$ cat config.mk
export PLATFORM = sky130hd
export DESIGN_NAME = vu_level_tracker_flat
export DESIGN_NICKNAME = d
export VERILOG_FILES = /design/src/rtl/vu_level_tracker_if.sv /design/src/rtl/vu_level_tracker.sv /design/src/flat_wrapper.sv
export SDC_FILE = /design/constraint.sdc
export NUM_CORES = 1
export LEC_CHECK = 0
export CAP_MARGIN = 5
export CORE_MARGIN = 8
export CORE_UTILIZATION = 55
export DETAILED_ROUTE_END_ITERATION = 12
export DONT_BUFFER_PORTS = 1
export PLACE_DENSITY = 0.73
export SLEW_MARGIN = 20
export SYNTH_ARGS = -nofsm -noshare
export SYNTH_HDL_FRONTEND = slang
export SYNTH_SLANG_ARGS = --single-unit
$ cat constraint.sdc
create_clock -name i_clock -period 6.8 [get_ports i_clock]
set_input_delay 1.36 -clock i_clock [delete_from_list [all_inputs] [get_ports i_clock]]
set_output_delay 1.36 -clock i_clock [all_outputs]
set_load 0.05 [all_outputs]
$ cat src/rtl/vu_level_tracker_if.sv
// rtl/vu_level_tracker_if.sv - sample input and meter output bundle for the VU level tracker
interface vu_level_tracker_if;
   logic       enable;
   logic [7:0] sample_in;
   logic       sample_valid;
   logic [7:0] level;
   logic [7:0] peak;
   logic       clip;
   logic       update;

   // Upstream side: drives samples and enable, observes meter quantities
   modport master (
      output enable, sample_in, sample_valid,
      input  level, peak, clip, update
   );

   // Tracker side
   modport slave (
      input  enable, sample_in, sample_valid,
      output level, peak, clip, update
   );
endinterface

$ cat src/rtl/vu_level_tracker.sv
// rtl/vu_level_tracker.sv - VU meter level with instant attack, linear release, peak hold and clip flag
module vu_level_tracker #(
   parameter int DECAY_DIV  = 100000,
   parameter int HOLD_TICKS = 50,
   parameter int REL_STEP   = 1,
   parameter int PEAK_STEP  = 2,
   parameter int CLIP_LEVEL = 240
) (
   input  logic                i_clock,
   input  logic                i_reset,
   vu_level_tracker_if.slave   i_bus
);

   localparam int PW = $clog2(DECAY_DIV);
   localparam int HW = $clog2(HOLD_TICKS + 1);
   localparam logic [PW-1:0] PRESC_LAST = PW'(DECAY_DIV - 1);
   localparam logic [HW-1:0] HOLD_LAST  = HW'(HOLD_TICKS - 1);
   localparam logic [HW-1:0] HOLD_LOAD  = HW'(HOLD_TICKS);
   localparam logic [7:0]    REL        = 8'(REL_STEP);
   localparam logic [7:0]    PSTEP      = 8'(PEAK_STEP);
   localparam logic [8:0]    CLIP_THR   = 9'(CLIP_LEVEL);

   typedef enum logic [1:0] {ST_TRACK, ST_HOLD, ST_FALL} state_t;

   state_t        r_state;
   logic [PW-1:0] r_presc;
   logic [HW-1:0] r_hold_cnt;
   logic [HW-1:0] r_clip_cnt;
   logic [7:0]    r_level;
   logic [7:0]    r_peak;
   logic          r_clip;
   logic          r_update;

   logic [7:0]    w_mag;
   logic          w_tick;
   logic [7:0]    w_decayed;
   logic [7:0]    w_next_level;
   logic [7:0]    w_fall_peak;
   logic [7:0]    w_next_peak;
   logic [HW-1:0] w_next_hold;
   state_t        w_next_state;
   logic [HW-1:0] w_next_clip_cnt;
   logic          w_next_clip;
   logic          w_next_update;

   // Magnitude of the offset-binary sample, release decay and the attack comparison
   always_comb begin
      w_mag = i_bus.sample_in[7] ? {i_bus.sample_in[6:0], 1'b0}
                                 : {~i_bus.sample_in[6:0], 1'b0};
      w_tick = i_bus.enable && (r_presc == PRESC_LAST);
      w_decayed = r_level;
      if (w_tick) begin
         w_decayed = (r_level >= REL) ? (r_level - REL) : 8'd0;
      end
      w_next_level = w_decayed;
      if (i_bus.sample_valid && (w_mag > w_decayed)) begin
         w_next_level = w_mag;
      end
   end

   // Peak-hold FSM: a new high re-arms the hold, otherwise track, hold or fall
   always_comb begin
      w_next_peak  = r_peak;
      w_next_hold  = r_hold_cnt;
      w_next_state = r_state;
      w_fall_peak  = (r_peak >= PSTEP) ? (r_peak - PSTEP) : 8'd0;
      if (w_next_level > r_peak) begin
         w_next_peak  = w_next_level;
         w_next_hold  = '0;
         w_next_state = ST_HOLD;
      end else begin
         case (r_state)
            ST_TRACK: begin
               w_next_peak = w_next_level;
            end
            ST_HOLD: begin
               if (w_tick) begin
                  if (r_hold_cnt == HOLD_LAST) begin
                     w_next_state = ST_FALL;
                     w_next_hold  = '0;
                  end else begin
                     w_next_hold = r_hold_cnt + HW'(1);
                  end
               end
            end
            ST_FALL: begin
               if (w_tick) begin
                  if (w_fall_peak <= w_next_level) begin
                     w_next_peak  = w_next_level;
                     w_next_state = ST_TRACK;
                  end else begin
                     w_next_peak = w_fall_peak;
                  end
               end
            end
            default: begin
               w_next_state = ST_TRACK;
            end
         endcase
      end
   end

   // Clip hold counter: a loud sample reloads it, ticks drain it; update flags any visible change
   always_comb begin
      w_next_clip_cnt = r_clip_cnt;
      if (i_bus.sample_valid && ({1'b0, w_mag} >= CLIP_THR)) begin
         w_next_clip_cnt = HOLD_LOAD;
      end else if (w_tick && (r_clip_cnt != '0)) begin
         w_next_clip_cnt = r_clip_cnt - HW'(1);
      end
      w_next_clip   = (w_next_clip_cnt != '0);
      w_next_update = (w_next_level != r_level) || (w_next_peak != r_peak) ||
                      (w_next_clip != r_clip);
   end

   // State registers; disabled cycles hold everything, including the update pulse
   always_ff @(posedge i_clock) begin
      if (i_reset) begin
         r_state    <= ST_TRACK;
         r_presc    <= '0;
         r_hold_cnt <= '0;
         r_clip_cnt <= '0;
         r_level    <= 8'd0;
         r_peak     <= 8'd0;
         r_clip     <= 1'b0;
         r_update   <= 1'b0;
      end else if (i_bus.enable) begin
         r_presc    <= w_tick ? '0 : (r_presc + PW'(1));
         r_state    <= w_next_state;
         r_hold_cnt <= w_next_hold;
         r_clip_cnt <= w_next_clip_cnt;
         r_level    <= w_next_level;
         r_peak     <= w_next_peak;
         r_clip     <= w_next_clip;
         r_update   <= w_next_update;
      end
   end

   assign i_bus.level  = r_level;
   assign i_bus.peak   = r_peak;
   assign i_bus.clip   = r_clip;
   assign i_bus.update = r_update;

endmodule

$ cat src/flat_wrapper.sv
// flat-port wrapper written by rule: the top's interface ports become plain ports
module vu_level_tracker_flat 
#(
   parameter int DECAY_DIV  = 100000,
   parameter int HOLD_TICKS = 50,
   parameter int REL_STEP   = 1,
   parameter int PEAK_STEP  = 2,
   parameter int CLIP_LEVEL = 240
)
  (i_clock, i_reset, i_bus_enable, i_bus_sample_in, i_bus_sample_valid, i_bus_level, i_bus_peak, i_bus_clip, i_bus_update);
  vu_level_tracker_if i_bus_i ();
  input  logic i_clock;
  input  logic i_reset;
  input wire logic [$bits(i_bus_i.enable)-1:0] i_bus_enable;
  input wire logic [$bits(i_bus_i.sample_in)-1:0] i_bus_sample_in;
  input wire logic [$bits(i_bus_i.sample_valid)-1:0] i_bus_sample_valid;
  output wire logic [$bits(i_bus_i.level)-1:0] i_bus_level;
  output wire logic [$bits(i_bus_i.peak)-1:0] i_bus_peak;
  output wire logic [$bits(i_bus_i.clip)-1:0] i_bus_clip;
  output wire logic [$bits(i_bus_i.update)-1:0] i_bus_update;
  assign i_bus_i.enable = i_bus_enable;
  assign i_bus_i.sample_in = i_bus_sample_in;
  assign i_bus_i.sample_valid = i_bus_sample_valid;
  assign i_bus_level = i_bus_i.level;
  assign i_bus_peak = i_bus_i.peak;
  assign i_bus_clip = i_bus_i.clip;
  assign i_bus_update = i_bus_i.update;
  vu_level_tracker #(.DECAY_DIV(DECAY_DIV), .HOLD_TICKS(HOLD_TICKS), .REL_STEP(REL_STEP), .PEAK_STEP(PEAK_STEP), .CLIP_LEVEL(CLIP_LEVEL)) u_core (.i_clock(i_clock), .i_reset(i_reset), .i_bus(i_bus_i));
endmodule
# ---- Yosys cells after proc, flatten, opt, wreduce, memory -nomap -nowiden
# Index checks and enable logic that the tools add are counted.
dict set report classes {
  add_sub_neg 5
  order_cmp 6
  n_eq_ne 12
  mux 22
  n_bitwise 1
  reduce_logical 13
}
# op n
set ops {}
lappend ops {{two-way mux 8 bit} 8}
lappend ops {{two-way mux 6 bit} 6}
lappend ops {{adder 17 x 1 -> 17 bit, second input constant} 1}
lappend ops {{equality test 17 bit, second input constant} 1}
lappend ops {{two-way mux 17 bit} 1}
lappend ops {{greater-than comparator 8 bit} 2}
lappend ops {{!= test 8 bit} 2}
lappend ops {{case mux 8 bit (2 select lines)} 1}
lappend ops {{!= test 3 x 1 -> 1 bit, second input constant} 4}
lappend ops {{nonzero test 6 bit} 2}
lappend ops {{two-way mux 2 bit} 5}
lappend ops {{greater-or-equal comparator 8 x 1 -> 1 bit, second input constant} 1}
lappend ops {{greater-or-equal comparator 8 x 2 -> 1 bit, second input constant} 1}
lappend ops {{greater-or-equal comparator 8 bit, second input constant} 1}
lappend ops {{less-or-equal comparator 8 bit} 1}
lappend ops {{subtractor 8 x 1 -> 8 bit, second input constant} 1}
lappend ops {{subtractor 8 x 2 -> 8 bit, second input constant} 1}
lappend ops {{inverter 7 bit} 1}
lappend ops {{adder 6 x 1 -> 6 bit, second input constant} 1}
lappend ops {{equality test 6 bit, second input constant} 1}
lappend ops {{case mux 2 bit (3 select lines)} 1}
lappend ops {{AND reduction 6 bit} 1}
lappend ops {{subtractor 6 x 1 -> 6 bit, second input constant} 1}
lappend ops {{logical AND 1 bit} 4}
lappend ops {{other kinds (8)} 10}
dict set report word_totals {
  register_bits 49
  in_bits 12
  output_inout_bits 18
}

# ---- Logic depth before layout (Yosys ltp)
dict set report logic_depth {
  word_depth 14
  ltp_mapped 28
}

# ---- Least setup slack after synthesis
# OpenSTA, ideal clock, no wires.
dict set report synth_timing {
  path_type {input-to-reg}
  startpoint {input port i_bus_enable}
  endpoint {register u_core.r_state[1]}
  setup_time_ns 0.070
  t_arrival_ns 6.693
  t_required_ns 6.730
  path_slack_ns 0.037
  stages 20
  n_path_buf 2
  cell_sequence {nand4_2 or4_4 or4_2 mux2i_1 ha_1 a211oi_1 nor2_1 o31ai_1 a31o_1 buf_6 mux2i_1 inv_1 ha_1 nand2_1 o21a_1 o31ai_1 buf_2 o21ai_0 or4b_2 a21oi_1}
}
dict set report synth_between {
  elab_chain_len 8
}
# item line
set synth_lines {}
lappend synth_lines {{start: declaration} flat_wrapper.sv:14} ;# input wire logic [$bits(i_bus_i.enable)-1:0] i_bus_enable;
lappend synth_lines {{logical AND 1 bit *} vu_level_tracker.sv:50} ;# w_tick = i_bus.enable && (r_presc == PRESC_LAST);
lappend synth_lines {{two-way mux 8 bit *} vu_level_tracker.sv:52} ;# if (w_tick) begin
lappend synth_lines {{greater-than comparator 8 bit} vu_level_tracker.sv:56} ;# if (i_bus.sample_valid && (w_mag > w_decayed)) begin
lappend synth_lines {{logical AND 1 bit} vu_level_tracker.sv:56}
lappend synth_lines {{two-way mux 8 bit *} vu_level_tracker.sv:56}
lappend synth_lines {{named net u_core.w_next_level[3]} vu_level_tracker.sv:37} ;# logic [7:0] w_next_level;
lappend synth_lines {{greater-than comparator 8 bit / less-or-equal comparator 8 bit (equally long branches)} {vu_level_tracker.sv:67, vu_level_tracker.sv:88}}
lappend synth_lines {{!= test 3 x 1 -> 1 bit (no source line) / != test 2 x 1 -> 1 bit (equally long branches)} --}
lappend synth_lines {{AND reduction 6 bit (no source line)} --}
lappend synth_lines {{end signal: assignment} vu_level_tracker.sv:129} ;# r_state <= w_next_state;
lappend synth_lines {{end: declaration} vu_level_tracker.sv:25} ;# state_t r_state;
# The timed path passes the listed nets; every way through them passes the cells marked *.
# A chain may end at the register's enable or synchronous reset.

# ---- Worst setup path in the final report
dict set report layout_timing {
  startpoint {input port i_bus_enable}
  endpoint {register u_core.r_update, in the netlist u_core.i_bus.update}
}
dict set report layout_between {
  elab_chain_len 13
}
# item line
set layout_lines {}
lappend layout_lines {{logical AND 1 bit *} vu_level_tracker.sv:50}
lappend layout_lines {{two-way mux 8 bit *} vu_level_tracker.sv:52}
lappend layout_lines {{greater-than comparator 8 bit} vu_level_tracker.sv:56}
lappend layout_lines {{logical AND 1 bit} vu_level_tracker.sv:56}
lappend layout_lines {{two-way mux 8 bit *} vu_level_tracker.sv:56}
lappend layout_lines {{named net u_core.w_next_level[7]} vu_level_tracker.sv:37}
lappend layout_lines {{less-or-equal comparator 8 bit} vu_level_tracker.sv:88} ;# if (w_fall_peak <= w_next_level) begin
lappend layout_lines {{two-way mux 8 bit} vu_level_tracker.sv:88}
lappend layout_lines {{two-way mux 8 bit} vu_level_tracker.sv:87} ;# if (w_tick) begin
lappend layout_lines {{case mux 8 bit (2 select lines)} vu_level_tracker.sv:72} ;# case (r_state)
lappend layout_lines {{two-way mux 8 bit} vu_level_tracker.sv:67} ;# if (w_next_level > r_peak) begin
lappend layout_lines {{!= test 8 bit} vu_level_tracker.sv:112} ;# w_next_update = (w_next_level != r_level) || (w_next_peak != r_peak) ||
lappend layout_lines {{logical OR 1 bit * (2 in series)} vu_level_tracker.sv:112}
lappend layout_lines {{end signal: assignment} vu_level_tracker.sv:135} ;# r_update <= w_next_update;
lappend layout_lines {{end: declaration} vu_level_tracker.sv:32} ;# logic r_update;
# Marked as above.

==> results.md <==
* Outcome: finished clean
* Area grow syn2layout at 12.25%
* CP endpoint: u_core.i_bus.update
* Dpl cells at 656
* Layout cell share with drive strength beyond 1 at 15.85%
* Gp weighted congestion at 1.030
* Final wirelength at 12.02 mm
* CTS sink count at between 40 and 50
* Terminus of the critical flop-to-flop path: u_core.i_bus.update
* Die height at between 100 and 150 um
* Area contributors post-synth: dfxtp_1 24%, ha_1 9.4%, nor2_1 7.3%, a21oi_1 4.9%, mux2i_1 4.6%
* Reg area at 980.9 um^2
* Starting Density at 56.87%
* Routed wire per std cell at 18.01 um
* CP most frequent cell: nor2_1
* Crit path from: i_bus_enable
* Max-slew violation count at 0
* Clk_skew at 0.006860 ns
* Slowest cell on the critical path: or4_2
* Yosys top cell area share at 23.78%
* Setup slack, reg-to-reg at 0.61 ns
* CTS buffer count at 5
* FILL cells at 674
* Clock buffer depth at 2
* Combinational fraction of design power at 54.1%
* Initial DRC count at 279
* Full die area at 10530 um^2
* Ys Warns at 0
* Clock Power Share at 16.3%
* CP endpoint kind: flop
* Syn Nets at 580
* VDD IR max at 0.1845 mV
* Worst R2R Start: u_core.i_bus.level[3]
* Internal power component at 0.7056 mW
* Min-delay worst type: reg2reg
* R2r worst-path depth at 25
* Leakage Power at 1.890 nW
* All-Layer GR Usage at 23.29%
* Clock Pin Slew Worst Setup and Hold Paths at 0.09 ns
* Core ar. at 7253 um^2
* Top delay family on crit path: simple AND/OR/NAND/NOR gates
* Crit path DAT at 6.77 ns
* Element type at the critical path start: primary input
* Post-synth top cells: 80 x nor2_1, 49 x dfxtp_1, 40 x a21oi_1
* PortBufs at 0
* Synth cell types at 73
* Mapped Cells at 537
* Critical path class: in2reg
* MaxCap Viol Count at 0
* Total grt overflow at 0
* Fin Setup TNS at 0 ns
* Total number of vias at 4175
* Final core occ at 63.84%
* Switching power at 0.5337 mW
* Post-route DRC at 0
* Final Net Count at 611
* Critical path depth at 24
* Final ANT Viol Nets at 0
* CTS Root Cell: clkbuf_8
* Largest net degree at the start of global routing at 48
* Worst path cell trace: nand4_2, or4_4, or4_2, mux2i_2, ha_1, a211oi_1, nor2_1, o31ai_2, a31o_2, mux2i_4, inv_1, ha_1, buf_4, a21oi_1, o21ai_0, and2_1, nor2_1, buf_4, o32a_1, nor2_1, a2111oi_1, nand4_1, nor3_2, a211oi_1
* Final min period at between 6 and 7 ns
* Pwr/cell area at 267.6 nW/um^2
* Register bit total from synthesis at 49
* Global-route wire length before repair at approximately 20 mm
* Ys flop type: dfxtp_1
* Most frequent cell after synthesis: nor2_1
* Final Setup Violations at 0
* Syn avg cell area at between 7 and 8 um^2
* Number of flops mapped to enable cells by yosys at 0
* Worst-Skew Late Latency at ~0.30 ns
* Vias in the first global route at 4007
* Critical path buffer and inverter count at 3
* Drt via density at 6.259
* CTS tree: done
* H-Tree Depth at 2
* Cell taking the most area after synthesis: dfxtp_1
* Post-synth ARST share at 0%
* Antenna violations before repair at 0
* Ports at 30
* Fmax at between 0.15 and 0.2 GHz
* Relative slew slack at 37.12%
* Seq/Total Area, Yosys at 23.78%
* Endpoints failing hold at 0
* First-pass DRT Iterations at 5
* Half-perimeter wire length after placement at 9.106 mm
* Tcrit/Tclk final at 96.85%
* Syn Std Cell Area at 4125 um^2
* CP max stage delay at 0.65 ns
* Total power at around 1.2 mW
* Crit path max fanout at 47
* CP required at 6.99 ns
* Worst slew pin tran at approximately 0.94 ns
* Area occupied by multi-input gates at 2927 um^2
* Die Width at just over 100 um
* Layout Cells excl Fill at 667
* Inserted Diodes at 0
* Num rows at 31
* Flop pwr share at 29.6%
* Switch share at 43.06%
[routing by layer]
layer	vias to the layer above	track usage, %	share of wire (%)
li1	2022	-	-
met1	1964	29.54	43
met2	156	38.21	48
met3	33	4.524	7.2
met4	0	8.352	2.4
met5	-	0	0
[kinds of logic (layout without fill, tap and decap cells)]
kind of cell / count (synthesis) / in the layout / synth area share [%]
AND/OR/NAND/NOR: 213 / 213 / 25.99
XOR/XNOR: 30 / 30 / 6.369
buffers and inverters: 59 / 90 / 6.339
multiplexers: 29 / 29 / 7.764
flip-flops: 49 / 49 / 23.78
adder cells (fa/ha/maj): 31 / 31 / 9.402
AO/OA/AOI/OAI: 126 / 126 / 20.35
[area by class of cell]
| cell class | count | area share [%] |
|---|---|---|
| multi-input cells | 429 | 63.20 |
| inverters | 34 | 2.756 |
| flip-flops and latches | 49 | 21.18 |
| clock inverters | 2 | 0.7566 |
| well taps | 99 | 2.675 |
| clock buffers | 5 | 1.486 |
| repair buffers | 49 | 7.944 |
[per-stage QoR]
step           hold slack [ns]  worst slack, ns  instance area, um^2
5_1_grt                 0.5251         -0.01914                 4631
4_1_cts                 0.5047          0.09152                 4562
3_3_place_gp            0.4783          -0.1082                 4458
6_report                0.5076           0.2139                 4631
2_1_floorplan           0.4712          0.03657                 4125
3_5_place_dp            0.4901          -0.2225                 4458
[power groups by stage]
stage	Sequential (mW)	Combinational, mW	Clock (mW)
CTS	0.366	0.629	0.206
global placement	0.372	0.608	0
global route	0.370	0.729	0.217
detailed placement	0.372	0.624	0
floorplan	0.359	0.423	0
finish	0.367	0.670	0.202
[worst min path at each step]
stage / slack [ns] / startpoint / cells after the start / to
floorplan: 0.47 / u_core.r_presc[15] / 2 / u_core.r_presc[15]
global placement: 0.48 / u_core.r_presc[1] / 2 / u_core.r_presc[1]
detailed placement: 0.49 / u_core.r_presc[1] / 2 / u_core.r_presc[1]
CTS: 0.50 / u_core.r_presc[1] / 2 / u_core.r_presc[1]
global route: 0.53 / u_core.r_presc[1] / 2 / u_core.r_presc[1]
finish: 0.51 / u_core.r_presc[1] / 2 / u_core.r_presc[1]
[state kept, by name (all words and copies together) (netlist names)]
name and flops:
u_core.i_bus.clip 1, u_core.i_bus.level 8, u_core.i_bus.peak 8, u_core.i_bus.update 1, u_core.r_clip_cnt 6, u_core.r_hold_cnt 6
u_core.r_presc 17, u_core.r_state 2
[timing repair]
| action | in CTS | in global routing |
|---|---|---|
| setup endpoints to repair | 0 | 5 |
| hold buffers | 0 | 0 |
| setup buffers | 0 | 4 |
| gates resized for setup | 0 | 11 |
[placed cells by master, fill, tap and decap left out, drive strengths merged, types with 5 or more instances in the layout]
| master | count |
|---|---|
| a2111oi | 5 |
| a211oi | 8 |
| a21oi | 41 |
| and4 | 5 |
| buf | 49 |
| clkbuf | 5 |
| dfxtp | 49 |
| ha | 31 |
| inv | 34 |
| mux2 | 8 |
| mux2i | 21 |
| nand2 | 37 |
| nand2b | 6 |
| nand3 | 15 |
| nand4 | 20 |
| nor2 | 80 |
| nor3 | 15 |
| nor4 | 6 |
| o21ai | 24 |
| o31ai | 5 |
| or4 | 6 |
| xnor2 | 10 |
| xor2 | 20 |
[worst register-to-register path: cells and delay by family (launching register included)]
kind            cells  cell delay (ns)
flops               1             0.59
mux                 2             0.61
fa+ha+maj           2             0.57
compound gates      9             1.82
buf+inv             4             0.46
simple gates        8             2.04
No activity file was read; power rests on OpenSTA's default activity.
==> RTL change (same flow settings) <==
`DECAY_DIV` is set to 100000 in 2 places; all go to 25000.
--- a/src/rtl/vu_level_tracker.sv
+++ b/src/rtl/vu_level_tracker.sv
@@ -1,5 +1,5 @@
 // rtl/vu_level_tracker.sv - VU meter level with instant attack, linear release, peak hold and clip flag
 module vu_level_tracker #(
-   parameter int DECAY_DIV  = 100000,
+   parameter int DECAY_DIV  = 25000,
    parameter int HOLD_TICKS = 50,
    parameter int REL_STEP   = 1,
--- a/src/flat_wrapper.sv
+++ b/src/flat_wrapper.sv
@@ -2,5 +2,5 @@
 module vu_level_tracker_flat 
 #(
-   parameter int DECAY_DIV  = 100000,
+   parameter int DECAY_DIV  = 25000,
    parameter int HOLD_TICKS = 50,
    parameter int REL_STEP   = 1,
Check against the original RTL: same outputs for any inputs over 4 cycles, from zero or initial values and one cycle with i_reset high; that may be too few to reach the edited logic, so the function may still have changed.
==> RTL change against the unedited design <==
Critical path depth decreased by 2; core utilization decreased by 5.4 points; non-clock buffer count decreased by 37; routed wire length decreased by 7.7%; sequential cell count decreased by 2; fmax increased by 6.0%; area after synthesis decreased by 4.6%; setup slack improved by 0.37 ns; power decreased by 11%; count of clock-buffer cells in the layout increased by 1; sequential power about the same; clock skew increased by 0.012 ns; design area decreased by 10%; first-iteration DRC count decreased by 21%; critical endpoint unchanged.
==> RTL change: results <==
<?xml version="1.0" encoding="UTF-8"?>
<metrics>
  <group name="grt">
    <metric name="grt_usage" unit="%">22.0</metric>
    <metric name="met3_track_demand_over_resource" unit="%">4.90</metric>
  </group>
  <group name="setup_path">
    <metric name="rr_startpoint" unit="">u_core.i_bus.level[1]</metric>
    <metric name="r2r_setup_slk" unit="ns">0.65</metric>
    <metric name="critical_path.max_stage_delay" unit="ns">0.43</metric>
  </group>
  <group name="timing">
    <metric name="clock_skew" unit="ns">0.0188</metric>
    <metric name="worst-slew-pin-transition" unit="ns">0.904</metric>
    <metric name="fin_crit" unit="ns">6.22</metric>
  </group>
  <group name="yosys">
    <metric name="synth.top_cells.by_area" unit="">sky130_fd_sc_hd__dfxtp_1, sky130_fd_sc_hd__ha_1, sky130_fd_sc_hd__nor2_1</metric>
    <metric name="avgSynthCellArea" unit="µm²">7.45</metric>
    <metric name="synthAdderAreaFrac" unit="%">9.86</metric>
    <metric name="yosys-mux-area-fraction" unit="%">5.57</metric>
    <metric name="synth_xor_xnor_area_share" unit="%">7.35</metric>
  </group>
  <group name="cells_and_area">
    <metric name="multi_input_logic_portion_of_the_cell_area" unit="%">66.6</metric>
    <metric name="clock_buffers_and_inverters_area_share" unit="%">2.47</metric>
    <metric name="layout.clock_buffers" unit="">6</metric>
    <metric name="layout.comb_gates.multi_input" unit="">420</metric>
  </group>
  <group name="routing">
    <metric name="met3_wirelength" unit="µm">796</metric>
    <metric name="drt-wirelength-per-cell" unit="µm">17.9</metric>
    <metric name="detail_route.wirelength" unit="mm">11.1</metric>
  </group>
  <group name="outcome">
    <metric name="outcome" unit="">complete, no violations</metric>
  </group>
  <group name="power_and_ir_drop">
    <metric name="max-vdd-ir-drop" unit="mV">0.170</metric>
    <metric name="pg_comb" unit="µW">539</metric>
    <metric name="power.internal" unit="µW">605</metric>
  </group>
  <group name="hold_path">
    <metric name="worst_hold_path.endpoint" unit="">u_core.r_clip_cnt[0]</metric>
  </group>
  <group name="place">
    <metric name="gp_congestion" unit="">1.04</metric>
  </group>
</metrics>
## RTL change: cell types whose count changed after synthesis, moves of 4 or more
cell	unedited run	this run
sky130_fd_sc_hd__nor4_1	5	9
sky130_fd_sc_hd__mux2_2	7	3
sky130_fd_sc_hd__nand4_1	19	12
sky130_fd_sc_hd__clkbuf_1	14	23
sky130_fd_sc_hd__o21a_1	1	5
sky130_fd_sc_hd__or2_2	1	5
sky130_fd_sc_hd__a2111oi_0	4	0
sky130_fd_sc_hd__nor2_1	80	89
## RTL change: worst register-to-register path: stages (launching register included)
cell and delay, ns:
sky130_fd_sc_hd__dfxtp_1 0.32, sky130_fd_sc_hd__buf_4 0.23, sky130_fd_sc_hd__inv_1 0.13, sky130_fd_sc_hd__ha_1 0.21, sky130_fd_sc_hd__nor4_1 0.43, sky130_fd_sc_hd__nand3_1 0.28, sky130_fd_sc_hd__a21o_1 0.22, sky130_fd_sc_hd__a21oi_1 0.20
sky130_fd_sc_hd__ha_1 0.29, sky130_fd_sc_hd__a21oi_1 0.14, sky130_fd_sc_hd__o21ai_0 0.12, sky130_fd_sc_hd__o21ai_0 0.53, sky130_fd_sc_hd__a21oi_4 0.14, sky130_fd_sc_hd__mux2i_1 0.16, sky130_fd_sc_hd__buf_4 0.19, sky130_fd_sc_hd__ha_1 0.30
sky130_fd_sc_hd__nor2b_1 0.14, sky130_fd_sc_hd__o211ai_1 0.20, sky130_fd_sc_hd__a211oi_1 0.15, sky130_fd_sc_hd__nor3_1 0.38, sky130_fd_sc_hd__buf_4 0.21, sky130_fd_sc_hd__a21boi_0 0.43, sky130_fd_sc_hd__o21bai_1 0.11, sky130_fd_sc_hd__o21ai_1 0.19
sky130_fd_sc_hd__and4_1 0.24, sky130_fd_sc_hd__a41oi_1 0.13
